## config.mk

```make
export PLATFORM = sky130hd
export DESIGN_NAME = div_unit
export DESIGN_NICKNAME = d
export VERILOG_FILES = /design/src/rtl/div_unit.sv
export SDC_FILE = /design/constraint.sdc
export NUM_CORES = 1
export LEC_CHECK = 0
export ABC_AREA = 1
export CAP_MARGIN = 30
export CORE_MARGIN = 8
export CORE_UTILIZATION = 41
export DETAILED_ROUTE_END_ITERATION = 8
export PLACE_DENSITY = 0.62
export SLEW_MARGIN = 20
export SYNTH_ARGS = -nofsm -noshare
export SYNTH_HDL_FRONTEND = slang
export SYNTH_SLANG_ARGS = --single-unit
```

## constraint.sdc

```tcl
create_clock -name clk -period 10.7 [get_ports clk]
set_input_delay 3.21 -clock clk [delete_from_list [all_inputs] [get_ports clk]]
set_output_delay 3.21 -clock clk [all_outputs]
set_load 0.01 [all_outputs]
```

## src/rtl/div_unit.sv

```systemverilog
// Iterative radix-2 restoring divider for the EX stage; one quotient bit per clock.
// Returns {remainder, quotient} with sign correction for signed DIV.
module div_unit #(
    parameter int unsigned WIDTH = 32
) (
    input  logic               clk,
    input  logic               rst,
    input  logic               signed_div_i,
    input  logic [WIDTH-1:0]   opdata1_i,
    input  logic [WIDTH-1:0]   opdata2_i,
    input  logic               start_i,
    input  logic               annul_i,
    output logic [2*WIDTH-1:0] result_o,
    output logic               ready_o
);

    localparam int unsigned CW = (WIDTH > 1) ? $clog2(WIDTH) : 1;

    typedef enum logic [1:0] {
        IDLE    = 2'd0,
        DIVZERO = 2'd1,
        BUSY    = 2'd2,
        DONE    = 2'd3
    } state_t;

    state_t           r_state;
    logic [CW-1:0]    r_cnt;
    logic [WIDTH-1:0] r_dividend;
    logic [WIDTH-1:0] r_divisor;
    logic [WIDTH-1:0] r_rem;
    logic [WIDTH-1:0] r_quot;
    logic             r_neg_q;
    logic             r_neg_r;

    logic [WIDTH:0]   w_shift;
    logic [WIDTH:0]   w_diff;
    logic             w_qbit;
    logic [WIDTH-1:0] w_rem_next;
    logic [WIDTH-1:0] w_quot_next;
    logic [WIDTH-1:0] w_rem_fix;
    logic [WIDTH-1:0] w_quot_fix;
    logic [WIDTH-1:0] w_op1_abs;
    logic [WIDTH-1:0] w_op2_abs;

    always_comb begin
        w_shift     = {r_rem, r_dividend[WIDTH-1]};
        w_diff      = w_shift - {1'b0, r_divisor};
        // Bit WIDTH of the difference is the borrow: set means restore
        w_qbit      = ~w_diff[WIDTH];
        w_rem_next  = w_qbit ? w_diff[WIDTH-1:0] : w_shift[WIDTH-1:0];
        w_quot_next = {r_quot[WIDTH-2:0], w_qbit};
        w_quot_fix  = r_neg_q ? -w_quot_next : w_quot_next;
        w_rem_fix   = r_neg_r ? -w_rem_next : w_rem_next;
        w_op1_abs   = (signed_div_i && opdata1_i[WIDTH-1]) ? -opdata1_i : opdata1_i;
        w_op2_abs   = (signed_div_i && opdata2_i[WIDTH-1]) ? -opdata2_i : opdata2_i;
    end

    always_ff @(posedge clk or negedge rst) begin
        if (!rst) begin
            r_state    <= IDLE;
            r_cnt      <= '0;
            r_dividend <= '0;
            r_divisor  <= '0;
            r_rem      <= '0;
            r_quot     <= '0;
            r_neg_q    <= 1'b0;
            r_neg_r    <= 1'b0;
            result_o   <= '0;
            ready_o    <= 1'b0;
        end else begin
            case (r_state)
                IDLE: begin
                    ready_o  <= 1'b0;
                    result_o <= '0;
                    if (start_i && !annul_i) begin
                        if (opdata2_i == '0) begin
                            r_state <= DIVZERO;
                        end else begin
                            r_state    <= BUSY;
                            r_cnt      <= '0;
                            r_dividend <= w_op1_abs;
                            r_divisor  <= w_op2_abs;
                            r_rem      <= '0;
                            r_quot     <= '0;
                            r_neg_q    <= signed_div_i & (opdata1_i[WIDTH-1] ^ opdata2_i[WIDTH-1]);
                            r_neg_r    <= signed_div_i & opdata1_i[WIDTH-1];
                        end
                    end
                end
                DIVZERO: begin
                    if (annul_i) begin
                        r_state <= IDLE;
                    end else begin
                        r_state  <= DONE;
                        result_o <= '0;
                        ready_o  <= 1'b1;
                    end
                end
                BUSY: begin
                    if (annul_i) begin
                        r_state <= IDLE;
                    end else begin
                        r_rem      <= w_rem_next;
                        r_quot     <= w_quot_next;
                        r_dividend <= {r_dividend[WIDTH-2:0], 1'b0};
                        r_cnt      <= r_cnt + CW'(1);
                        if (r_cnt == CW'(WIDTH - 1)) begin
                            r_state  <= DONE;
                            ready_o  <= 1'b1;
                            result_o <= {w_rem_fix, w_quot_fix};
                        end
                    end
                end
                DONE: begin
                    // Holding start high keeps the result; a new divide needs start seen low
                    if (!start_i || annul_i) begin
                        r_state  <= IDLE;
                        ready_o  <= 1'b0;
                        result_o <= '0;
                    end
                end
                default: r_state <= IDLE;
            endcase
        end
    end

endmodule

```

==> results of run 1 <==
metrics by stage:
step | cells | hold WS, ns
floorplan | 2032 | 0.445
global placement | 2560 | 0.460
detailed placement | 2561 | 0.466
CTS | 2602 | 0.481
global route | 2603 | 0.503
finish | 2603 | 0.479
metal layers:
layer	up-vias	share of wire (%)	track usage, %	routed length (um)
met5	-	0	0	0
met3	72	3.9	2.61	1610
met2	240	50	37.0	20400
met4	0	3.2	6.47	1340
li1	6783	-	-	-
met1	6207	43	25.0	17900
registers in the layout (all words and copies together) (netlist names):
name / cells
r_neg_q: 1
r_state: 2
r_neg_r: 1
r_cnt: 5
r_divisor: 32
r_quot: 31
r_rem: 32
result_o: 64
r_dividend: 32
ready_o: 1
cell type report:
| class | instances | area share [%] |
|---|---|---|
| Clock buffer | 34 | 4.19 |
| Timing Repair Buffer | 147 | 8.93 |
| Tap cell | 448 | 3.41 |
| Clock inverter | 7 | 0.282 |
| Multi-Input combinational cell | 1505 | 46.6 |
| Inverter | 261 | 5.96 |
| Sequential cell | 201 | 30.6 |
Yosys cell counts, drive strengths merged, types with 35 or more instances:
cell type	instances
nand2	661
dfrtp	201
ha	42
nor3	35
nand3	103
xor2	51
a21oi	63
o21ai	168
inv	259
clkbuf	49
nor2	201
o22ai	60
critical path: stages:
cell             delay, ns
clkdlybuf4s50_1       0.46
inv_1                 0.08
ha_1                  0.22
nand4_1               0.12
nor3_1                0.08
nand4_1               0.10
nor2_1                0.05
nor2_1                0.13
inv_1                 0.05
nor2_1                0.11
inv_1                 0.09
o31ai_4               0.06
buf_4                 0.75
inv_1                 0.46
buf_4                 0.37
a21oi_1               0.18
a22oi_1               0.08
worst max path at each step:
stage	start	endpoint	cells past startpoint
floorplan	opdata2_i[0]	r_rem[15]	15
global placement	opdata2_i[0]	r_dividend[29]	17
detailed placement	opdata2_i[1]	r_dividend[29]	17
CTS	opdata2_i[1]	r_dividend[29]	17
global route	opdata2_i[0]	r_dividend[29]	17
finish	opdata2_i[1]	r_dividend[29]	17
cell families after synthesis:
family / Yosys count / share of synthesized area, %
AND/OR/NAND/NOR: 1055 / 32.6
AO/OA/AOI/OAI: 332 / 13.5
buffers and inverters: 326 / 9.29
flip-flops: 201 / 36.0
XOR/XNOR: 74 / 4.64
adder cells (fa/ha/maj): 43 / 3.91
multiplexers: 1 / 0.0717
==> impl_metrics.env, run 1 <==
export IMPL_status="completed"
export IMPL_synthesis_yosys_warnings=0
export IMPL_arrival_ns=6.68
export IMPL_min_path_cells=2
export IMPL_worstHoldStart="result_o[56]"
export IMPL_routabilityCongestion=0.920
export IMPL_synth_edf_count=0
export IMPL_die_x_um=201
export IMPL_ys_ff_latch=201
export IMPL_holdBufCountCts=0
export IMPL_post_place_ws_ns=3.94
export IMPL_max_freq_mhz=160
export IMPL_syn_to_final_growth_pct=17.7
export IMPL_synthArstFlopShare_pct=100
export IMPL_vias=13300
export IMPL_drv_slew=0
export IMPL_synth_cell_type_count=57
export IMPL_reg2reg_to="result_o[30]"
export IMPL_slew_headroom_pct=36.2
export IMPL_avgSynthCellArea_sq_um=6.87
export IMPL_dp_hpwl_um=31200
export IMPL_worst_pin_slew_ns=0.957
export IMPL_synth_area_leader_cell="dfrtp_1"
export IMPL_worstReg2RegStart="r_dividend[31]"
export IMPL_grt_setup_unrepaired="false"
export IMPL_grt_pass1_vias=13400
export IMPL_nFillCells=3398
export IMPL_final_common_cell="nand2_1"
export IMPL_drt_iter0_drc=836
export IMPL_row_count=67
export IMPL_r2r_cells=26
export IMPL_antenna_left=0
export IMPL_cp_max_fo=84
export IMPL_hold_class="reg2reg"
export IMPL_drive_gt1_share_pct=6.08
export IMPL_wire_per_inst_um=15.8
export IMPL_synth_top_area_share_pct=36.0
export IMPL_design_area_sq_um=16400
export IMPL_finalCriticalPeriod_ns=6.26
export IMPL_h_tree_depth=1
export IMPL_cp_end_kind="flop"
export IMPL_synth_area_leaders="dfrtp_1 36%, nand2_1 17%, inv_1 6.9%, o21ai_0 5.4%, nor2_1 5.1%"
export IMPL_ys_flop_type="dfrtp_1"
export IMPL_hold_viol_final=0
export IMPL_routed_via_density=5.11
export IMPL_syn_nets=2144
export IMPL_syn_inst=2032
export IMPL_fin_skew_ns=0.0288
export IMPL_cts_root_buf="clkbuf_16"
export IMPL_start_kind="input port"
export IMPL_cts_tree="yes"
export IMPL_syn_area_sq_um=14000
export IMPL_core_sq_um=33500
export IMPL_finalSetupViolations=0
export IMPL_insertion_delay_ns=0.54
export IMPL_grt_max_degree=85
export IMPL_start_util_pct=41.6
export IMPL_synth_seq_area_share_pct=36.0
export IMPL_place_area_sq_um=15700
export IMPL_grt_ovfl_total=0
export IMPL_clock_sinks=201
export IMPL_r2r_slack_ns=5.77
export IMPL_die_y_um=201
export IMPL_tns_ns=0
export IMPL_numCtsBuffers=24
export IMPL_wl_um=41200
export IMPL_grt_pass1_wl_um=69000
export IMPL_fin_util_pct=49.0
export IMPL_firstDrtPassIters=8
export IMPL_port_buffers=133
export IMPL_multiInputGateArea_sq_um=7670
export IMPL_hold_path_endpoint="result_o[56]"
export IMPL_setup_ws_ns=4.44
export IMPL_grt_total_usage_pct=20.5
export IMPL_die_area_sq_um=40200
export IMPL_final_net_count=2252
export IMPL_post_route_drc_count=0
export IMPL_crit_type="in2reg"
export IMPL_layout_common_cells="618 x nand2_1, 256 x inv_1, 201 x dfrtp_1"
export IMPL_antenna_found_initial=0
export IMPL_fin_crit_sh_pct=58.5
export IMPL_worstPathRequired_ns=11.11
export IMPL_seqCellArea_sq_um=5030
export IMPL_clk_pin_slew_ns=0.06
export IMPL_maxCapViolCount=0
export IMPL_cts_resized=0
export IMPL_io_pins=134
export IMPL_cts_setup_buffers=0
export IMPL_cts_max_path_buffers=3
export IMPL_antenna_cells=0
Power of run 1 is left out: the tool's default activity adds up to more than one toggle a clock period on the data nets, which glitch-free logic cannot reach.
==> run 2: changes to the inputs <==
clock period = 6.3 ns   (was 10.7 ns; I/O delays follow)
==> impl_metrics.env, run 2 (synthesis gave the netlist of run 1 again) <==
export IMPL_status="completed"
export IMPL_critical_path_top_delay_family="simple AND/OR/NAND/NOR gates"
export IMPL_cts_setup_buffers=0
export IMPL_drt_iter0_drc=841
export IMPL_use_met3_pct=2.31
export IMPL_antenna_left=0
export IMPL_hold_class="reg2reg"
export IMPL_grt_ovfl_total=0
export IMPL_crit_type="reg2reg"
export IMPL_top_register="result_o"
export IMPL_routed_via_density=5.15
export IMPL_final_net_count=2250
export IMPL_grt_pass1_wl_um=67800
export IMPL_finalSetupViolations=0
export IMPL_clock_sinks=201
export IMPL_final_common_cell="nand2_1"
export IMPL_largest_reg_flops=64
export IMPL_row_count=67
export IMPL_slowest_stage="nand2_4"
export IMPL_slowest_delay_ns=0.45
export IMPL_cp_max_fo=41
export IMPL_clk_pin_slew_ns=0.06
export IMPL_h_tree_depth=1
export IMPL_holdBufCountCts=0
export IMPL_busiest_layer="met2"
export IMPL_maxCapViolCount=0
export IMPL_wl_um=41300
export IMPL_post_place_ws_ns=1.44
export IMPL_cts_max_path_buffers=3
export IMPL_wire_per_inst_um=15.9
export IMPL_fin_crit_sh_pct=75.9
export IMPL_grtUsageMet1_pct=24.7
export IMPL_max_freq_mhz=209
export IMPL_slew_headroom_pct=38.8
export IMPL_cts_tree="yes"
export IMPL_worstPathRequired_ns=6.78
export IMPL_hold_viol_final=0
export IMPL_routabilityCongestion=0.921
export IMPL_grt_setup_unrepaired="false"
export IMPL_place_area_sq_um=15700
export IMPL_crit_top_cell="nand2_1"
export IMPL_die_area_sq_um=40200
export IMPL_syn_to_final_growth_pct=18.4
export IMPL_layout_common_cells="618 x nand2_1, 256 x inv_1, 201 x dfrtp_1"
export IMPL_design_area_sq_um=16500
export IMPL_drive_gt1_share_pct=6.17
export IMPL_grt_max_degree=125
export IMPL_die_x_um=201
export IMPL_use_met2_pct=36.5
export IMPL_insertion_delay_ns=0.54
export IMPL_antenna_cells=0
export IMPL_grt_total_usage_pct=20.1
export IMPL_arrival_ns=5.26
export IMPL_io_pins=134
export IMPL_nFillCells=3412
export IMPL_port_buffers=133
export IMPL_fin_skew_ns=0.0236
export IMPL_dp_hpwl_um=31000
export IMPL_cts_resized=0
export IMPL_tns_ns=0
export IMPL_path_buf_inv=2
export IMPL_core_sq_um=33500
export IMPL_cp_end_kind="flop"
export IMPL_worst_pin_slew_ns=0.918
export IMPL_finalCriticalPeriod_ns=4.78
export IMPL_cts_root_buf="clkbuf_16"
export IMPL_vias=13400
export IMPL_setup_ws_ns=1.52
export IMPL_post_route_drc_count=0
export IMPL_numCtsBuffers=24
export IMPL_start_util_pct=41.6
export IMPL_antenna_found_initial=0
export IMPL_grt_pass1_vias=13200
export IMPL_drv_slew=0
export IMPL_start_kind="flop"
export IMPL_die_y_um=201
export IMPL_firstDrtPassIters=5
-- run 2: changes by cell type in the layout (fill, tap and decap cells not counted) --
cell / previous run / this run
buf_8: 1 / 0
bufinv_16: 0 / 2
clkinv_8: 1 / 0
buf_12: 0 / 2
buf_4: 12 / 9
clkbuf_1: 5 / 4
clkinv_2: 6 / 5
clkinv_4: 0 / 2
clkinv_16: 0 / 1
clkbuf_8: 6 / 7
-- run 2: layout make-up --
class	count	area, sq um	area share (%)
Tap cell	448	561	3.39
Clock buffer	34	698	4.22
Inverter	261	980	5.92
Sequential cell	201	5030	30.4
Multi-Input combinational cell	1505	7670	46.4
Timing Repair Buffer	145	1470	8.89
Clock inverter	10	133	0.802
-- run 2: worst min-delay path, delay by kind of cell, from the launching register on --
kind	cells	cell delay [ns]
AND/OR/NAND/NOR	2	0.10
flip-flops	1	0.34
-- run 2: routing by layer --
| layer | vias up | share of wire (%) |
|---|---|---|
| met5 | - | 0 |
| met4 | 0 | 2.6 |
| met3 | 55 | 3.8 |
| met2 | 286 | 50 |
| met1 | 6290 | 43 |
| li1 | 6784 | - |
-- run 2: final timing paths --
path	startpoint	endpoint	slack (ns)	cells past startpoint
worst max-delay path	r_dividend[31]	result_o[30]	1.52	26
worst min-delay path	result_o[55]	result_o[55]	0.48	2
worst max register to register	r_dividend[31]	result_o[30]	1.52	26
worst min register to register	result_o[55]	result_o[55]	0.48	2
max in group asynchronous	rst	r_rem[15]	3.75	2
min in group asynchronous	rst	r_divisor[30]	1.36	1
-- run 2: per-stage QoR --
step / hold WS (ns) / cells / util (%)
floorplan: 0.445 / 2032 / -
global placement: 0.461 / 2559 / 46.8
detailed placement: 0.468 / 2560 / 46.8
CTS: 0.483 / 2604 / 49.3
global route: 0.499 / 2604 / 49.3
finish: 0.475 / 2604 / 49.3
Power of run 2 is left out for the same reason.
==> run 3: changes to the inputs <==
PLACE_DENSITY = 0.65   (was 0.62)
clock period = 3.9 ns   (was 6.3 ns; I/O delays follow)
==> impl_metrics.env, run 3 (synthesis gave the netlist of run 1 again) <==
export IMPL_fin_crit_sh_pct=91.9
export IMPL_use_met2_pct=36.7
export IMPL_r2r_cells=21
export IMPL_vias=13500
export IMPL_nFillCells=3378
export IMPL_worstHoldStart="result_o[25]"
export IMPL_hold_viol_final=0
export IMPL_slew_headroom_pct=46.8
export IMPL_antenna_found_initial=0
export IMPL_final_net_count=2289
export IMPL_hold_class="reg2reg"
export IMPL_start_kind="flop"
export IMPL_wire_per_inst_um=15.8
export IMPL_post_route_drc_count=0
export IMPL_cp_end_kind="flop"
export IMPL_wl_um=41800
export IMPL_arrival_ns=4.02
export IMPL_fin_skew_ns=0.0103
export IMPL_r2r_slack_ns=0.32
export IMPL_start_util_pct=41.6
export IMPL_die_x_um=201
export IMPL_syn_to_final_growth_pct=21.0
export IMPL_post_place_ws_ns=-0.00732
export IMPL_worst_pin_slew_ns=0.797
export IMPL_io_pins=134
export IMPL_firstDrtPassIters=6
export IMPL_status="completed"
export IMPL_insertion_delay_ns=0.55
export IMPL_holdBufCountCts=0
export IMPL_finalCriticalPeriod_ns=3.58
export IMPL_drv_slew=0
export IMPL_crit_type="reg2reg"
export IMPL_row_count=67
export IMPL_cts_max_path_buffers=3
export IMPL_die_area_sq_um=40200
export IMPL_routabilityCongestion=0.947
export IMPL_final_common_cell="nand2_1"
export IMPL_busiest_layer="met2"
export IMPL_antenna_left=0
export IMPL_cp_max_fo=5
export IMPL_worstPathRequired_ns=4.33
export IMPL_numCtsBuffers=25
export IMPL_setup_ws_ns=0.317
export IMPL_antenna_cells=0
export IMPL_clock_sinks=201
export IMPL_cts_root_buf="clkbuf_16"
export IMPL_max_freq_mhz=279
export IMPL_min_path_cells=2
export IMPL_grtUsageMet1_pct=24.8
export IMPL_use_met3_pct=3.07
export IMPL_layout_common_cells="618 x nand2_1, 256 x inv_1, 201 x dfrtp_1"
export IMPL_grt_pass1_vias=13300
export IMPL_grt_total_usage_pct=20.4
export IMPL_dp_hpwl_um=31800
export IMPL_reg2reg_to="result_o[22]"
export IMPL_top_register="result_o"
export IMPL_cts_tree="yes"
export IMPL_die_y_um=201
export IMPL_grt_max_degree=83
export IMPL_hold_path_endpoint="result_o[25]"
export IMPL_largest_reg_flops=64
export IMPL_maxCapViolCount=0
export IMPL_h_tree_depth=1
export IMPL_drive_gt1_share_pct=8.21
export IMPL_grt_ovfl_total=0
export IMPL_clk_pin_slew_ns=0.06
export IMPL_routed_via_density=5.11
export IMPL_worstReg2RegStart="r_rem[26]"
export IMPL_grt_pass1_wl_um=68500
export IMPL_finalSetupViolations=0
export IMPL_port_buffers=133
export IMPL_core_sq_um=33500
export IMPL_drt_iter0_drc=925
-- run 3: cell count changes in the layout (fill, tap and decap cells not counted), moves of 2 or more --
cell | before | now
buf_4 | 9 | 44
buf_12 | 2 | 5
clkinv_2 | 5 | 2
nor2_1 | 187 | 184
clkbuf_8 | 7 | 5
clkinvlp_4 | 0 | 2
nand3_1 | 95 | 93
nor2_2 | 11 | 13
nor3_1 | 34 | 32
nor3_2 | 1 | 3
o21ai_0 | 151 | 149
o21ai_1 | 14 | 16
-- run 3: worst max path at each step --
stage	slack, ns	cells after the start	startpoint	endpoint
2_1_floorplan	0.03	27	r_dividend[31]	result_o[30]
3_3_place_gp	0.09	14	opdata1_i[1]	r_dividend[31]
3_5_place_dp	-0.007	16	opdata1_i[2]	r_dividend[27]
4_1_cts	0.09	25	r_dividend[31]	result_o[22]
5_1_grt	-0.01	25	r_dividend[31]	result_o[22]
6_report	0.32	21	r_rem[26]	result_o[22]
-- run 3: worst max-delay path, cell delays in order, from the launching register on --
cell and delay (ns):
dfrtp_1 0.41, ha_1 0.37, nand2_1 0.12, nor2_1 0.15
and2_1 0.22, and2_4 0.19, nand2_4 0.08, nand2_4 0.09
nand2_4 0.06, nand2_4 0.10, ha_4 0.14, nand3_2 0.08
nor3_2 0.18, nand2_1 0.12, nor3_2 0.19, nand2_1 0.09
nor2_2 0.16, nand3_2 0.16, nor2_4 0.15, buf_4 0.12
o21ai_0 0.07, a32o_1 0.23
-- run 3: layout make-up --
type	count	area, sq um	share of cell area, %
multi-input combinational	1505	7730	45.7
sequential	201	5030	29.8
timing repair buffer	183	1780	10.5
inverter	261	980	5.80
clock buffer	32	692	4.09
tap	448	561	3.32
clock inverter	10	131	0.777
-- run 3: metrics by stage --
stage	TNS (ns)	instance area [sq um]	utilization, %	hold slack [ns]	cells
after floorplan	0	14000	-	0.445	2032
after global placement	0	16000	47.7	0.461	2596
after detailed placement	-0.00732	16000	47.7	0.470	2596
after CTS	0	16800	50.2	0.479	2638
after global routing	-0.0238	16900	50.4	0.501	2640
final	0	16900	50.4	0.481	2640
-- run 3: layer usage --
metal,vias up,share of wire (%)
met4,0,2.8
met5,-,0
met2,262,50
met3,60,4.0
met1,6300,44
li1,6864,-
-- run 3: timing repair --
item | CTS | global route
setup endpoints to repair | 0 | 19
buffers inserted | 0 | 2
resized for setup | 0 | 16
Power of run 3 is left out for the same reason.
